==> src/rtl/pzbcm_ram_read_ctrl_resp_queue.sv <==
// Circular response queue (non-power-of-2 depth). Push visible next cycle; 0-cycle pop.
// No internal backpressure: the caller's credit check keeps pushes away from a full queue.
module pzbcm_ram_read_ctrl_resp_queue #(
  parameter int  DEPTH       = 2,
  parameter int  COUNT_WIDTH = $clog2(DEPTH + 1),
  parameter type DATA_TYPE   = logic [7:0]
)(
  input  logic                   i_clk,
  input  logic                   i_rst_n,
  input  logic                   i_clr,
  input  logic                   i_push,
  input  DATA_TYPE               i_data,
  input  logic                   i_pop,
  output DATA_TYPE               o_data,
  output logic [COUNT_WIDTH-1:0] o_count,
  output logic                   o_empty
);
  localparam int PTR_WIDTH = (DEPTH >= 2) ? $clog2(DEPTH) : 1;
  localparam logic [PTR_WIDTH-1:0] LAST_PTR = PTR_WIDTH'(DEPTH - 1);

  DATA_TYPE               r_mem [DEPTH];
  logic [PTR_WIDTH-1:0]   r_wr_ptr;
  logic [PTR_WIDTH-1:0]   r_rd_ptr;
  logic [COUNT_WIDTH-1:0] r_count;

  function automatic logic [PTR_WIDTH-1:0] next_ptr(input logic [PTR_WIDTH-1:0] ptr);
    return (ptr == LAST_PTR) ? '0 : ptr + 1'b1;
  endfunction

  // Storage carries no reset; validity is tracked solely by r_count.
  always_ff @(posedge i_clk) begin
    if (i_push) begin
      r_mem[r_wr_ptr] <= i_data;
    end
  end

  always_ff @(posedge i_clk) begin
    if (!i_rst_n || i_clr) begin
      r_wr_ptr <= '0;
      r_rd_ptr <= '0;
      r_count  <= '0;
    end else begin
      if (i_push) begin
        r_wr_ptr <= next_ptr(r_wr_ptr);
      end
      if (i_pop) begin
        r_rd_ptr <= next_ptr(r_rd_ptr);
      end
      case ({i_push, i_pop})
        2'b10:   r_count <= r_count + 1'b1;
        2'b01:   r_count <= r_count - 1'b1;
        default: r_count <= r_count;
      endcase
    end
  end

  assign o_data  = r_mem[r_rd_ptr];
  assign o_count = r_count;
  assign o_empty = (r_count == '0);

endmodule

==> src/rtl/pzbcm_ram_read_ctrl.sv <==
// RAM read initiator: valid/ready requests -> RAM me/adr, returned q queued in order; response after READ_LATENCY+1 cycles.
// Credit-based request ready (queue + inflight < RESPONSE_DEPTH); response backpressure never reaches o_req_ready combinationally.
module pzbcm_ram_read_ctrl #(
  parameter int  WORD_SIZE      = 1,
  parameter int  ADDRESS_WIDTH  = (WORD_SIZE >= 2) ? $clog2(WORD_SIZE) : 1,
  parameter int  DATA_WIDTH     = 8,
  parameter type DATA_TYPE      = logic [DATA_WIDTH-1:0],
  parameter int  READ_LATENCY   = 0,
  parameter int  RESPONSE_DEPTH = READ_LATENCY + 2
)(
  input  logic                     i_clk,
  input  logic                     i_rst_n,
  input  logic                     i_clr,
  input  logic                     i_req_valid,
  output logic                     o_req_ready,
  input  logic [ADDRESS_WIDTH-1:0] i_req_addr,
  output logic                     o_resp_valid,
  input  logic                     i_resp_ready,
  output DATA_TYPE                 o_resp_data,
  output logic                     o_meb,
  output logic [ADDRESS_WIDTH-1:0] o_adrb,
  input  DATA_TYPE                 i_qb
);
  localparam int COUNT_WIDTH  = $clog2(RESPONSE_DEPTH + 1);
  localparam int CREDIT_WIDTH = COUNT_WIDTH + 1;
  localparam logic [CREDIT_WIDTH-1:0] CREDIT_LIMIT = CREDIT_WIDTH'(RESPONSE_DEPTH);

  if (!(READ_LATENCY inside {0, 1})) begin : g_bad_latency
    $error("pzbcm_ram_read_ctrl: READ_LATENCY must be 0 or 1");
  end
  if (RESPONSE_DEPTH < 1) begin : g_bad_depth
    $error("pzbcm_ram_read_ctrl: RESPONSE_DEPTH must be >= 1");
  end

  logic                     w_fire;
  logic                     w_push;
  logic                     w_pop;
  logic                     w_inflight;
  logic                     w_empty;
  logic [COUNT_WIDTH-1:0]   w_count;
  logic [CREDIT_WIDTH-1:0]  w_credit_used;
  DATA_TYPE                 w_queue_data;
  logic [ADDRESS_WIDTH-1:0] r_adrb;

  // Every fired read owns a queue slot until it is popped, so the inflight read counts too.
  assign w_credit_used = {1'b0, w_count} + CREDIT_WIDTH'(w_inflight);
  assign o_req_ready   = i_rst_n && !i_clr && (w_credit_used < CREDIT_LIMIT);
  assign w_fire        = i_req_valid && o_req_ready;

  assign o_meb  = w_fire;
  assign o_adrb = w_fire ? i_req_addr : r_adrb;

  always_ff @(posedge i_clk) begin
    if (!i_rst_n) begin
      r_adrb <= '0;
    end else if (w_fire) begin
      r_adrb <= i_req_addr;
    end
  end

  if (READ_LATENCY == 1) begin : g_pipe
    logic r_inflight;

    always_ff @(posedge i_clk) begin
      if (!i_rst_n || i_clr) begin
        r_inflight <= 1'b0;
      end else begin
        r_inflight <= w_fire;
      end
    end

    // Data landing during a clear belongs to a flushed request and is dropped.
    assign w_inflight = r_inflight;
    assign w_push     = r_inflight && !i_clr;
  end else begin : g_no_pipe
    assign w_inflight = 1'b0;
    assign w_push     = w_fire;
  end

  assign o_resp_valid = i_rst_n && !w_empty;
  assign w_pop        = o_resp_valid && i_resp_ready && !i_clr;
  assign o_resp_data  = w_queue_data;

  pzbcm_ram_read_ctrl_resp_queue #(
    .DEPTH       (RESPONSE_DEPTH),
    .COUNT_WIDTH (COUNT_WIDTH),
    .DATA_TYPE   (DATA_TYPE)
  ) u_resp_queue (
    .i_clk   (i_clk),
    .i_rst_n (i_rst_n),
    .i_clr   (i_clr),
    .i_push  (w_push),
    .i_data  (i_qb),
    .i_pop   (w_pop),
    .o_data  (w_queue_data),
    .o_count (w_count),
    .o_empty (w_empty)
  );

endmodule
==> config.mk <==
export PLATFORM = sky130hd
export DESIGN_NAME = pzbcm_ram_read_ctrl
export DESIGN_NICKNAME = d
export VERILOG_FILES = /design/src/rtl/pzbcm_ram_read_ctrl_resp_queue.sv /design/src/rtl/pzbcm_ram_read_ctrl.sv
export SDC_FILE = /design/constraint.sdc
export NUM_CORES = 1
export LEC_CHECK = 0
export ABC_AREA = 1
export CAP_MARGIN = 20
export CORE_ASPECT_RATIO = 0.8
export CORE_MARGIN = 2
export CORE_UTILIZATION = 45
export CTS_CLUSTER_SIZE = 20
export DETAILED_ROUTE_END_ITERATION = 10
export GPL_ROUTABILITY_DRIVEN = 0
export PLACE_DENSITY = 0.77
export SETUP_SLACK_MARGIN = 0.4
export SYNTH_ARGS = -nofsm -noshare
export SYNTH_HDL_FRONTEND = slang
export SYNTH_HIERARCHICAL = 1
export SYNTH_SLANG_ARGS = --single-unit
==> constraint.sdc <==
create_clock -name i_clk -period 2.8 [get_ports i_clk]
set_clock_uncertainty 0.05 [all_clocks]
set_input_delay 0.56 -clock i_clk [delete_from_list [all_inputs] [get_ports i_clk]]
set_output_delay 0.56 -clock i_clk [all_outputs]
set_load 0.05 [all_outputs]
# == Word level (Yosys, flattened, before mapping) ==
# Memory sizes are Yosys's and may differ from the RTL's. A register that Yosys moved wholly into a read port is not among the register bits.
# Index checks and enable logic that the tools add are counted.
# classes
addsub,4
mul,0
div,0
magnitude_cmp,1
n_eq_ne,2
shift,0
n_mux,8
bitwise,0
n_reduce_logical,12
# ops
cell,count
$mux 1,7
$logic_and 1x1->1,6
$pmux 2 s2,1
$logic_not 1->1,3
$add 1x1->1 const B,2
$add 2x1->2 const B,1
$eq 2x1->1 const B,1
$eq 2x2->1 const B,1
$logic_not 2->1,1
$lt 2x2->1 const B,1
$reduce_bool 2->1,1
$sub 2x1->2 const B,1
$logic_or 1x1->1,1
# totals
ff_bits,5
latch_bits,0
mem_bits_rw,16
rom_bits,0
out_inout_bits,12
n_memories,1
# mem_list
name,words,word_bits,rd,rd_ports_with_merged_regs,wr,line_no,source
u_resp_queue.r_mem,2,8,1,1,1,pzbcm_ram_read_ctrl_resp_queue.sv:21,DATA_TYPE r_mem [DEPTH];

# == Depth between registers and ports, before layout ==
# Gate-level depths: netlist of the first run.
# logic_depth
ltp_word,7
depth_mapped,10
ltp_nobuf,10

# == By module ==
# Netlist of the first run, hierarchy kept.
# modules_own_cells
module,instances,cells_per_inst,area_per_inst_um2,seq_area_each_um2
pzbcm_ram_read_ctrl_resp_queue,1,59,839.6,580.6
pzbcm_ram_read_ctrl,1,18,92.6,20.0

# == Least setup slack after synthesis of the first run ==
# No wires, ideal clock.
# synth_timing
path_type,input to output
start,in i_rst_n
end,out o_req_ready
arrival_time_ns,1.667
required_time_ns,2.190
slack_ns,0.523
cell_stages,2
cell_sequence,inv_1 nor3_1
# synth_between
elab_chain_cells,2
# synth_rtl
element,line_no,source
from (decl),pzbcm_ram_read_ctrl.sv:12,"input logic i_rst_n,"
$logic_and 1x1->1 (2 in series),pzbcm_ram_read_ctrl.sv:47,assign o_req_ready = i_rst_n && !i_clr && (w_credit_used < CREDIT_LIMIT);
to (decl),pzbcm_ram_read_ctrl.sv:15,"output logic o_req_ready,"
# No other way between the ends.

# == Worst setup path after layout of the first run ==
# layout_timing
start,in i_rst_n
end,out o_adrb
# layout_between
elab_chain_cells,4
# layout_rtl
element,line_no,source
$logic_and 1x1->1 (2 in series),pzbcm_ram_read_ctrl.sv:47,
$logic_and 1x1->1,pzbcm_ram_read_ctrl.sv:48,assign w_fire = i_req_valid && o_req_ready;
$mux 1,n/a,
to (decl),pzbcm_ram_read_ctrl.sv:21,"output logic [ADDRESS_WIDTH-1:0] o_adrb,"
# No other way between the ends.

==> impl_results.rst, run 1 <==
.. list-table::
   :header-rows: 1

   * - Metric
     - Value
   * - TritonRoute pass-1 iters
     - 4
   * - Setup_tns
     - 0 ns
   * - Number of I/O pins
     - 26
   * - Maximum capacitance violations
     - 0
   * - Switching share of power
     - 0.198
   * - Pin count of the biggest net entering global routing
     - 14
   * - Post-route fraction of the period consumed by the critical path
     - 0.805
   * - Commonest cells after routing, fill and taps aside
     - edfxtp_1 (16), inv_1 (14), nor2_1 (13), clkdlybuf4s50_1 (13), nand2_1 (10)
   * - Bufs and invs on worst path
     - 4
   * - Minimum setup slack among reg-to-reg paths
     - 1.20 ns
   * - Routed wire length per instance
     - approximately 11 um
   * - Gate power share
     - 0.115
   * - # rows
     - 14
   * - Sink count of the clock tree
     - 22
   * - Final count of negative-setup-slack endpoints
     - 0
   * - Shortest period the worst path allows
     - 2.26 ns
   * - Synth Area per Inst
     - 12.1 um2
   * - Leak pwr
     - around 0.00053 uW
   * - GRT Util Overall
     - 0.131
   * - Antenna cells
     - 0
   * - Most used cell, CP
     - inv_1
   * - Maximum achievable frequency
     - 443 MHz
   * - Gate count of the mapped netlist
     - 77
   * - Global routing usage on met3
     - 0.0563
   * - Cell with the largest stage delay on the worst path
     - clkdlybuf4s50_1
   * - Cell family with the largest share of critical-path delay
     - buffers and inverters
   * - TritonCTS clock tree
     - done
   * - Clock insertion delay at the later pin of the skew report
     - 0.30 ns
   * - Relative contribution of sequential cells to total power
     - 0.533
   * - CP Capture Type
     - output port
   * - Post-synthesis net count
     - 92
   * - Power density cells
     - 522 nW/um2
   * - Violation count after the first detailed-routing iteration
     - 4
   * - Part of the Yosys area used for sequential elements
     - 0.644
   * - Yosys cell types
     - 13
   * - Net Sw Power
     - ~130 uW
   * - Total wire length
     - approximately 1400 um
   * - Clock slew seen by the registers of the worst setup and hold paths
     - approximately 0.11 ns
   * - Worst slew margin relative to its limit
     - 0.672
   * - First-pass GRT wire length
     - 2190 um
   * - Remaining routing DRC violations
     - 0
   * - Layout filler cell count
     - 152
   * - Starting density of the core
     - 0.488
   * - Post-synth design cell area
     - 932 um2
   * - Internal
     - 536 uW
   * - Number of buffers inserted during clock tree synthesis
     - 3
   * - CP arrival
     - roughly 1.7 ns
   * - Dpl hpwl
     - 1080 um
   * - DR vias
     - around 610
   * - Worst hold path stage count
     - 2
   * - Hold Crit Class
     - flip-flop to flip-flop
   * - Root Buffer
     - clkbuf_4
   * - Port buffer count
     - 25
   * - Worst flop-to-flop path startpoint
     - u_resp_queue/o_count[1]
   * - Worst hold slack across all endpoints
     - 0.474 ns
   * - Type of the setup path with the least slack
     - input port to output port
   * - Maximum VDD drop
     - 0.470 mV
   * - Number of nets in the final layout
     - 122
   * - Number of global-route vias before repair
     - 554
   * - Warning count from the yosys run
     - 6
   * - Met1 demand-to-capacity share in global routing
     - 0.135
   * - Overall die area
     - 2450 um2
   * - Path depth of the worst reg2reg path
     - 10
   * - Number of nets still failing antenna checks after routing
     - 0
   * - Via density per instance
     - between 4 and 5
   * - Total grt overflow
     - 0
   * - Chip width
     - 54.9 um
   * - Global-route layer with the greatest usage
     - met2
   * - Initial antenna violation count
     - 0
   * - Number of levels in the clock H-tree
     - 1
   * - Area growth from synthesis to layout
     - 37.3%
   * - Status
     - finished clean
   * - Commonest non-fill, non-tap cell in the layout
     - edfxtp_1
   * - CP peak stage delay
     - ~0.50 ns
   * - Count of final hold-check violations
     - 0
   * - Worst path cell trace
     - clkdlybuf4s50_1 -> inv_1 -> nor2_1 -> nand4_1 -> nand2_1 -> inv_1 -> buf_12
   * - Die Height
     - around 45 um
   * - Crit path required time
     - 2.19 ns
   * - Share of total power in the clock network
     - 0.351
   * - Worst Hold Endpoint
     - u_resp_queue/r_wr_ptr
   * - Startpoint kind of the worst setup timing path
     - input port
   * - Largest fanout on the critical path
     - 4
   * - Flops & latches, synth
     - 22
   * - Worst R2R End
     - u_resp_queue/o_count[1]
   * - Clk buf depth
     - 2
   * - Met2 routing resource usage after global routing
     - 0.236
   * - RSZ-0062 raised after global routing
     - false
   * - Startpoint of the most critical hold path
     - u_resp_queue/r_wr_ptr
   * - Core footprint
     - 1910 um2
   * - Slew @ Worst Pin
     - slightly below 0.5 ns
   * - Proportion of layout cells with a drive suffix above 1
     - 0.179
   * - Final slew viol count
     - 0
-- cells in the mapped netlist --
cell type | count | share of area
ha_1 | 1 | 0.013
buf_6 | 1 | 0.012
nand2_1 | 10 | 0.040
nor2_2 | 1 | 0.0067
a21oi_1 | 1 | 0.0054
nor3_1 | 2 | 0.011
edfxtp_1 | 16 | 0.52
xnor2_1 | 1 | 0.0094
mux2_4 | 8 | 0.13
dfxtp_1 | 6 | 0.13
nand4_1 | 3 | 0.020
nor2_1 | 13 | 0.052
inv_1 | 14 | 0.056
-- registers in the layout (all words and copies together), names as in the netlist, named ones only --
name	cells
u_resp_queue/r_rd_ptr	1
u_resp_queue/r_wr_ptr	1
u_resp_queue/r_mem	16
r_adrb	1
u_resp_queue/o_count	2
-- tightest hold or removal path, stage by stage (launching register included) --
cell	delay (ns)
dfxtp_1	0.34
nor2_1	0.10
nor3_1	0.05
-- cells by family after synthesis --
| group | count (synthesis) | synth area share |
|---|---|---|
| flops | 22 | 0.644 |
| buf+inv | 15 | 0.0685 |
| simple gates | 29 | 0.130 |
| fa+ha+maj | 1 | 0.0134 |
| xor+xnor | 1 | 0.00940 |
| compound gates | 1 | 0.00536 |
| mux | 8 | 0.129 |
-- worst max path at each step --
stage,from,to,slack [ns],cells after the start
finish,i_rst_n,o_adrb,0.54,7
CTS,i_rst_n,o_adrb,0.54,7
global placement,flip-flop,o_resp_data[6],0.54,2
global route,i_rst_n,o_adrb,0.48,7
detailed placement,i_clr,u_resp_queue/o_count[1],0.51,11
floorplan,i_rst_n,o_req_ready,0.52,2
-- power groups by stage --
stage	Combinational (uW)	Sequential [uW]	Clock, uW
detailed placement	79.7	364	0
global route	82.0	357	260
global placement	78.9	363	0
floorplan	38.6	363	0
finish	77.1	356	235
CTS	77.8	356	243
-- layer usage --
layer  vias up  part of all wire
met5         -                 0
met4         0            0.0063
met3         2             0.078
met2        21              0.50
met1       271              0.41
li1        312                 -
-- area by class of cell --
class	count	area (um2)	share of cell area
tap	24	30.0	0.0235
inverter	14	52.6	0.0411
multi-input combinational	40	268	0.209
clock inverter	1	30.0	0.0235
sequential	22	602	0.470
timing repair buffer	26	275	0.215
clock buffer	3	22.5	0.0176
-- stage by stage --
stage / worst slack, ns / utilization / power [uW] / cell area (um2) / std cells
2_1_floorplan: 0.523 / - / 402 / 932 / 77
3_3_place_gp: 0.541 / 0.647 / 442 / 1240 / 126
3_5_place_dp: 0.508 / 0.647 / 444 / 1240 / 126
4_1_cts: 0.545 / 0.670 / 678 / 1280 / 130
5_1_grt: 0.484 / 0.670 / 699 / 1280 / 130
6_report: 0.545 / 0.670 / 668 / 1280 / 130
-- what timing repair did --
item / in CTS / in global routing
endpoints found under the setup margin: 8 / 0
hold buffers: 0 / 0
gates resized for setup: 9 / 0
setup buffers: 0 / 0
Note: power is estimated with default switching activity, not from simulation.
==> run 2: changes to the inputs <==
Clock period 2.8 ns to 2.3 ns, I/O delays scaled along.
==> impl_results.rst, run 2 (same netlist as run 1, synthesis figures left out) <==
.. list-table::
   :header-rows: 1

   * - Metric
     - Value
   * - Status
     - finished clean
   * - Clk buf depth
     - 2 (unchanged)
   * - Area used by multi-input combinational logic
     - 273 um2 (+1.9%)
   * - Worst hold slack across all endpoints
     - 0.486 ns (+0.0126 ns)
   * - Slew @ Worst Pin
     - 0.359 ns (-0.136 ns)
   * - Sink count of the clock tree
     - 22 (unchanged)
   * - Number of levels in the clock H-tree
     - 1 (unchanged)
   * - First-pass GRT wire length
     - 2800 um (+28%)
   * - Count of final hold-check violations
     - 0 (unchanged)
   * - Worst slew margin relative to its limit
     - 0.761 (+0.0889)
   * - Overall die area
     - 2450 um2 (unchanged)
   * - Post-route fraction of the period consumed by the critical path
     - 0.799
   * - Antenna cells
     - 0 (unchanged)
   * - Most flop-heavy register
     - u_resp_queue/r_mem
   * - Total wire length
     - 1690 um (+18%)
   * - Chip width
     - 54.9 um (unchanged)
   * - CP peak stage delay
     - 0.45 ns (-0.05 ns)
   * - Startpoint kind of the worst setup timing path
     - input port
   * - Leak pwr
     - 0.000543 uW (+3.3%)
   * - Shortest period the worst path allows
     - between 1.5 and 2 ns
   * - Register Area
     - 606 um2 (+0.62%)
   * - Dpl hpwl
     - 1270 um (+17%)
   * - Power density cells
     - 633 nW/um2 (+21%)
   * - Placed Cells
     - 128 (+1.6%)
   * - Cell with the largest stage delay on the worst path
     - clkdlybuf4s50_1
   * - Most used cell, CP
     - inv_1
   * - Number of nets in the final layout
     - 125 (+2.5%)
   * - Commonest non-fill, non-tap cell in the layout
     - edfxtp_1
   * - Largest fanout on the critical path
     - 2 (-2)
   * - Clock slew seen by the registers of the worst setup and hold paths
     - 0.13 ns (+0.02 ns)
   * - Maximum achievable frequency
     - 544 MHz
   * - Final slew viol count
     - 0 (unchanged)
   * - Hold Crit Class
     - flip-flop to flip-flop
   * - Via density per instance
     - 4.88 (+4.7%)
   * - TritonCTS clock tree
     - done
   * - Root Buffer
     - clkbuf_4
   * - Worst flop-to-flop path startpoint
     - u_resp_queue/o_count[0]
   * - Maximum capacitance violations
     - 0 (unchanged)
   * - Core footprint
     - 1910 um2 (unchanged)
   * - Non-Filler Instances
     - 133 (+2.3%)
   * - Pin count of the biggest net entering global routing
     - 14 (unchanged)
   * - GRT Util Overall
     - 0.165 (+0.0335)
   * - Number of I/O pins
     - 26 (unchanged)
   * - Critical path launch point
     - i_req_addr
   * - Layout filler cell count
     - 145 (-4.6%)
   * - Worst path cell trace
     - clkdlybuf4s50_1 -> inv_1 -> nand4_1 -> nand2_1 -> inv_1 -> buf_12
   * - Setup_tns
     - 0 ns (unchanged)
   * - Maximum VDD drop
     - 0.579 mV (+23%)
   * - Total grt overflow
     - 0 (unchanged)
   * - Die Height
     - 44.7 um (unchanged)
   * - CP Capture Type
     - output port
   * - Violation count after the first detailed-routing iteration
     - 12 (+8)
   * - RSZ-0062 raised after global routing
     - true
   * - TritonRoute pass-1 iters
     - 2 (-2)
   * - Final count of negative-setup-slack endpoints
     - 0 (unchanged)
   * - Number of buffers inserted during clock tree synthesis
     - 3 (unchanged)
   * - Number of hold buffers added after CTS
     - 0 (unchanged)
   * - Initial antenna violation count
     - 0 (unchanged)
   * - Port buffer count
     - 25 (unchanged)
   * - DR vias
     - 649 (+7.1%)
   * - Number of nets still failing antenna checks after routing
     - 0 (unchanged)
   * - Clock insertion delay at the later pin of the skew report
     - 0.31 ns (about the same)
   * - Crit path required time
     - 1.79 ns (-0.40 ns)
   * - Type of the setup path with the least slack
     - input port to output port
   * - Startpoint of the most critical hold path
     - u_resp_queue/r_wr_ptr
   * - Number of global-route vias before repair
     - 682 (+23%)
   * - Commonest cells after routing, fill and taps aside
     - edfxtp_1 (16), nor2_1 (13), inv_1 (12), buf_4 (12)
   * - Starting density of the core
     - 0.488 (unchanged)
   * - Routed wire length per instance
     - 12.7 um (+15%)
   * - CP arrival
     - 1.33 ns (-0.32 ns)
   * - Largest register FFs
     - 16 (unchanged)
   * - Remaining routing DRC violations
     - 0 (unchanged)
   * - Proportion of layout cells with a drive suffix above 1
     - 0.312 (+0.133)
   * - Area growth from synthesis to layout
     - 40.7%
   * - # rows
     - 14 (unchanged)
-- run 2: repair_timing --
item	4_1_cts	5_1_grt
resized for setup	6	3
pin swaps	1	0
endpoints found under the setup margin	13	9
hold endpoints to repair	0	0
buffers inserted	1	0
-- run 2: through the flow --
stage	total power [uW]	setup WS (ns)	area, um2	util
6_report	830	0.463	1310	0.687
5_1_grt	860	0.384	1310	0.687
4_1_cts	836	0.433	1310	0.684
3_5_place_dp	544	0.0474	1250	0.654
3_3_place_gp	541	0.126	1250	0.654
2_1_floorplan	490	0.390	937	-
-- run 2: report_power, final --
| part | internal [uW] | switching [uW] | total (uW) |
|---|---|---|---|
| registers | 430 | 2.40 | 433 |
| logic | 48.2 | 51.8 | 100 |
| clock network | 176 | 121 | 297 |
| total | 655 | 175 | 830 |
-- run 2: critical path, delay by kind of cell --
| kind | cells | cell delay [ns] |
|---|---|---|
| buffers and inverters | 4 | 0.73 |
| AND/OR/NAND/NOR | 2 | 0.14 |
-- run 2: final timing paths --
| path | endpoint | depth (start not counted) | slack [ns] |
|---|---|---|---|
| max | o_adrb | 6 | 0.46 |
| min reg2reg | u_resp_queue/r_wr_ptr | 2 | 0.49 |
| min | u_resp_queue/r_wr_ptr | 2 | 0.49 |
| max reg2reg | u_resp_queue/o_count[1] | 10 | 0.64 |
-- run 2: layout make-up --
type	instances	share of cell area
inverter	14	0.0401
multi-input combinational	40	0.208
clock inverter	1	0.0229
timing repair buffer	29	0.227
tap	24	0.0229
sequential	22	0.462
clock buffer	3	0.0172
-- run 2: layer usage --
layer	global-route usage	vias to the layer above	routed length, um
li1	-	315	-
met3	0.0728	0	161
met2	0.295	25	874
met5	0	-	0
met4	0.0300	0	0
met1	0.180	309	656
==> run 3: changes to the inputs <==
Clock period 2.3 ns to 1.9 ns, I/O delays scaled along.
==> impl_results.rst, run 3 (same netlist as run 1, synthesis figures left out) <==
.. list-table::
   :header-rows: 1

   * - Metric
     - Value
   * - Worst slew margin relative to its limit
     - 0.859 (+0.0980)
   * - Area used by multi-input combinational logic
     - 327 um2 (+20%)
   * - CP Capture Type
     - output port
   * - DR vias
     - 704 (+8.5%)
   * - Commonest non-fill, non-tap cell in the layout
     - edfxtp_1
   * - Maximum achievable frequency
     - 599 MHz
   * - Total grt overflow
     - 0 (unchanged)
   * - Leak pwr
     - 0.000610 uW (+12%)
   * - Clock insertion delay at the later pin of the skew report
     - 0.29 ns (-0.02 ns)
   * - Antenna cells
     - 0 (unchanged)
   * - Final count of negative-setup-slack endpoints
     - 0 (unchanged)
   * - Die Height
     - 44.7 um (unchanged)
   * - Crit path required time
     - 1.47 ns (-0.32 ns)
   * - Count of final hold-check violations
     - 0 (unchanged)
   * - Sink count of the clock tree
     - 22 (unchanged)
   * - Non-Filler Instances
     - 144 (+8.3%)
   * - Startpoint of the most critical hold path
     - i_rst_n
   * - Largest register FFs
     - 16 (unchanged)
   * - TritonRoute pass-1 iters
     - 4 (+2)
   * - Total chip power
     - 875 uW (+5.5%)
   * - Worst flop-to-flop path startpoint
     - u_resp_queue/o_count[1]
   * - Remaining routing DRC violations
     - 0 (unchanged)
   * - Number of global-route vias before repair
     - 741 (+8.7%)
   * - Post-route fraction of the period consumed by the critical path
     - 0.878
   * - Via density per instance
     - 4.89 (+0.19%)
   * - Worst path cell trace
     - dlygate4sd2_1 -> buf_6 -> nor2_2 -> nand4_1 -> nand2_2 -> inv_2 -> buf_12
   * - Slew @ Worst Pin
     - 0.211 ns (-0.148 ns)
   * - Maximum VDD drop
     - 0.405 mV (-30%)
   * - Chip width
     - 54.9 um (unchanged)
   * - Dpl hpwl
     - 1430 um (+12%)
   * - CP arrival
     - 1.24 ns (-0.09 ns)
   * - CP peak stage delay
     - 0.25 ns (-0.20 ns)
   * - Final slew viol count
     - 0 (unchanged)
   * - Number of nets in the final layout
     - 136 (+8.8%)
   * - RSZ-0062 raised after global routing
     - true
   * - Proportion of layout cells with a drive suffix above 1
     - 0.483 (+0.171)
   * - Minimum setup slack among reg-to-reg paths
     - 0.36 ns (-0.28 ns)
   * - Maximum capacitance violations
     - 0 (unchanged)
   * - Hold Crit Class
     - input port to flip-flop
   * - First-pass GRT wire length
     - 3220 um (+15%)
   * - Most flop-heavy register
     - u_resp_queue/r_mem
   * - Root Buffer
     - clkbuf_4
   * - Routed wire length per instance
     - 14.9 um (+17%)
   * - Shortest period the worst path allows
     - 1.67 ns
   * - Clk buf depth
     - 2 (unchanged)
   * - Power density cells
     - 591 nW/um2 (-6.6%)
   * - Number of I/O pins
     - 26 (unchanged)
   * - Port buffer count
     - 25 (unchanged)
   * - Total placed instance area
     - 1310 um2 (+4.6%)
   * - Worst hold path stage count
     - 5 (+3)
   * - Worst hold slack across all endpoints
     - 0.468 ns (-0.0179 ns)
   * - Startpoint kind of the worst setup timing path
     - input port
   * - Path depth of the worst reg2reg path
     - 11 (+1)
   * - Cell with the largest stage delay on the worst path
     - dlygate4sd2_1
   * - Type of the setup path with the least slack
     - input port to output port
   * - Total wire length
     - 2150 um (+27%)
   * - Pin count of the biggest net entering global routing
     - 13 (-1)
   * - Post-route design area
     - 1480 um2 (+13%)
   * - Commonest cells after routing, fill and taps aside
     - edfxtp_1 (16), buf_6 (13), nor2_1 (10), clkdlybuf4s50_1 (10), buf_4 (10)
   * - Placed Cells
     - 134 (+4.7%)
   * - Layout filler cell count
     - 116 (-20%)
   * - Register Area
     - 609 um2 (+0.62%)
   * - Worst Hold Endpoint
     - u_resp_queue/o_count[1]
   * - Number of buffers inserted during clock tree synthesis
     - 3 (unchanged)
   * - TritonCTS clock tree
     - done
   * - # rows
     - 14 (unchanged)
   * - Overall die area
     - 2450 um2 (unchanged)
   * - Core footprint
     - 1910 um2 (unchanged)
   * - Starting density of the core
     - 0.488 (unchanged)
   * - Clock slew seen by the registers of the worst setup and hold paths
     - 0.11 ns (-0.02 ns)
   * - Worst R2R End
     - u_resp_queue/o_count[1]
   * - Area growth from synthesis to layout
     - 58.9%
   * - Largest fanout on the critical path
     - 4 (+2)
   * - GRT Util Overall
     - 0.193 (+0.0287)
   * - Number of nets still failing antenna checks after routing
     - 0 (unchanged)
   * - Number of levels in the clock H-tree
     - 1 (unchanged)
   * - Violation count after the first detailed-routing iteration
     - 20 (+8)
   * - Initial antenna violation count
     - 0 (unchanged)
   * - Status
     - finished clean
[run 3: timing repair]
item / in CTS / in global routing
hold buffers: 0 / 0
buffers inserted: 4 / 2
gates resized for setup: 30 / 7
setup endpoints to repair: 29 / 25
pin swaps: 5 / 6
[run 3: power by group]
part | leakage [uW] | internal [uW] | switching, uW
sequential | 0.000196 | 520 | 3.75
combinational | 0.000399 | 73.0 | 73.4
clock | 0.0000154 | 76.3 | 129
total | 0.000610 | 669 | 206
[run 3: worst max path at each step]
| stage | cells after the start | startpoint | slack (ns) | end |
|---|---|---|---|---|
| 4_1_cts | 6 | u_resp_queue/o_count[1] | 0.21 | o_adrb |
| 2_1_floorplan | 5 | i_clr | 0.24 | u_resp_queue/r_mem[0][0] |
| 6_report | 7 | i_clr | 0.23 | o_adrb |
| 3_5_place_dp | 11 | i_rst_n | -0.15 | u_resp_queue/o_count[1] |
| 3_3_place_gp | 11 | i_rst_n | -0.07 | u_resp_queue/o_count[1] |
| 5_1_grt | 6 | u_resp_queue/o_count[1] | 0.14 | o_adrb |
[run 3: stage by stage]
| step | setup WS, ns | utilization | TNS, ns |
|---|---|---|---|
| 6_report | 0.231 | 0.776 | 0 |
| 5_1_grt | 0.137 | 0.776 | 0 |
| 4_1_cts | 0.214 | 0.756 | 0 |
| 3_5_place_dp | -0.147 | 0.684 | -0.273 |
| 3_3_place_gp | -0.0670 | 0.684 | -0.0719 |
| 2_1_floorplan | 0.236 | - | 0 |
[run 3: final cells by class]
cell class	instances	area share
timing repair buffer	40	0.291
clock buffer	3	0.0152
multi-input combinational	40	0.220
tap	24	0.0203
clock inverter	1	0.00253
sequential	22	0.411
inverter	14	0.0397
[run 3: critical path, delay by kind of cell]
| kind | cells | cell delay [ns] |
|---|---|---|
| and+or+nand+nor | 3 | 0.29 |
| buffers and inverters | 4 | 0.57 |
[run 3: routing by layer]
metal	routed length, um	up-vias	track usage
met3	103	2	0.0497
met2	1200	27	0.371
met1	821	338	0.201
li1	-	337	-
met4	19	0	0.0600
met5	0	-	0
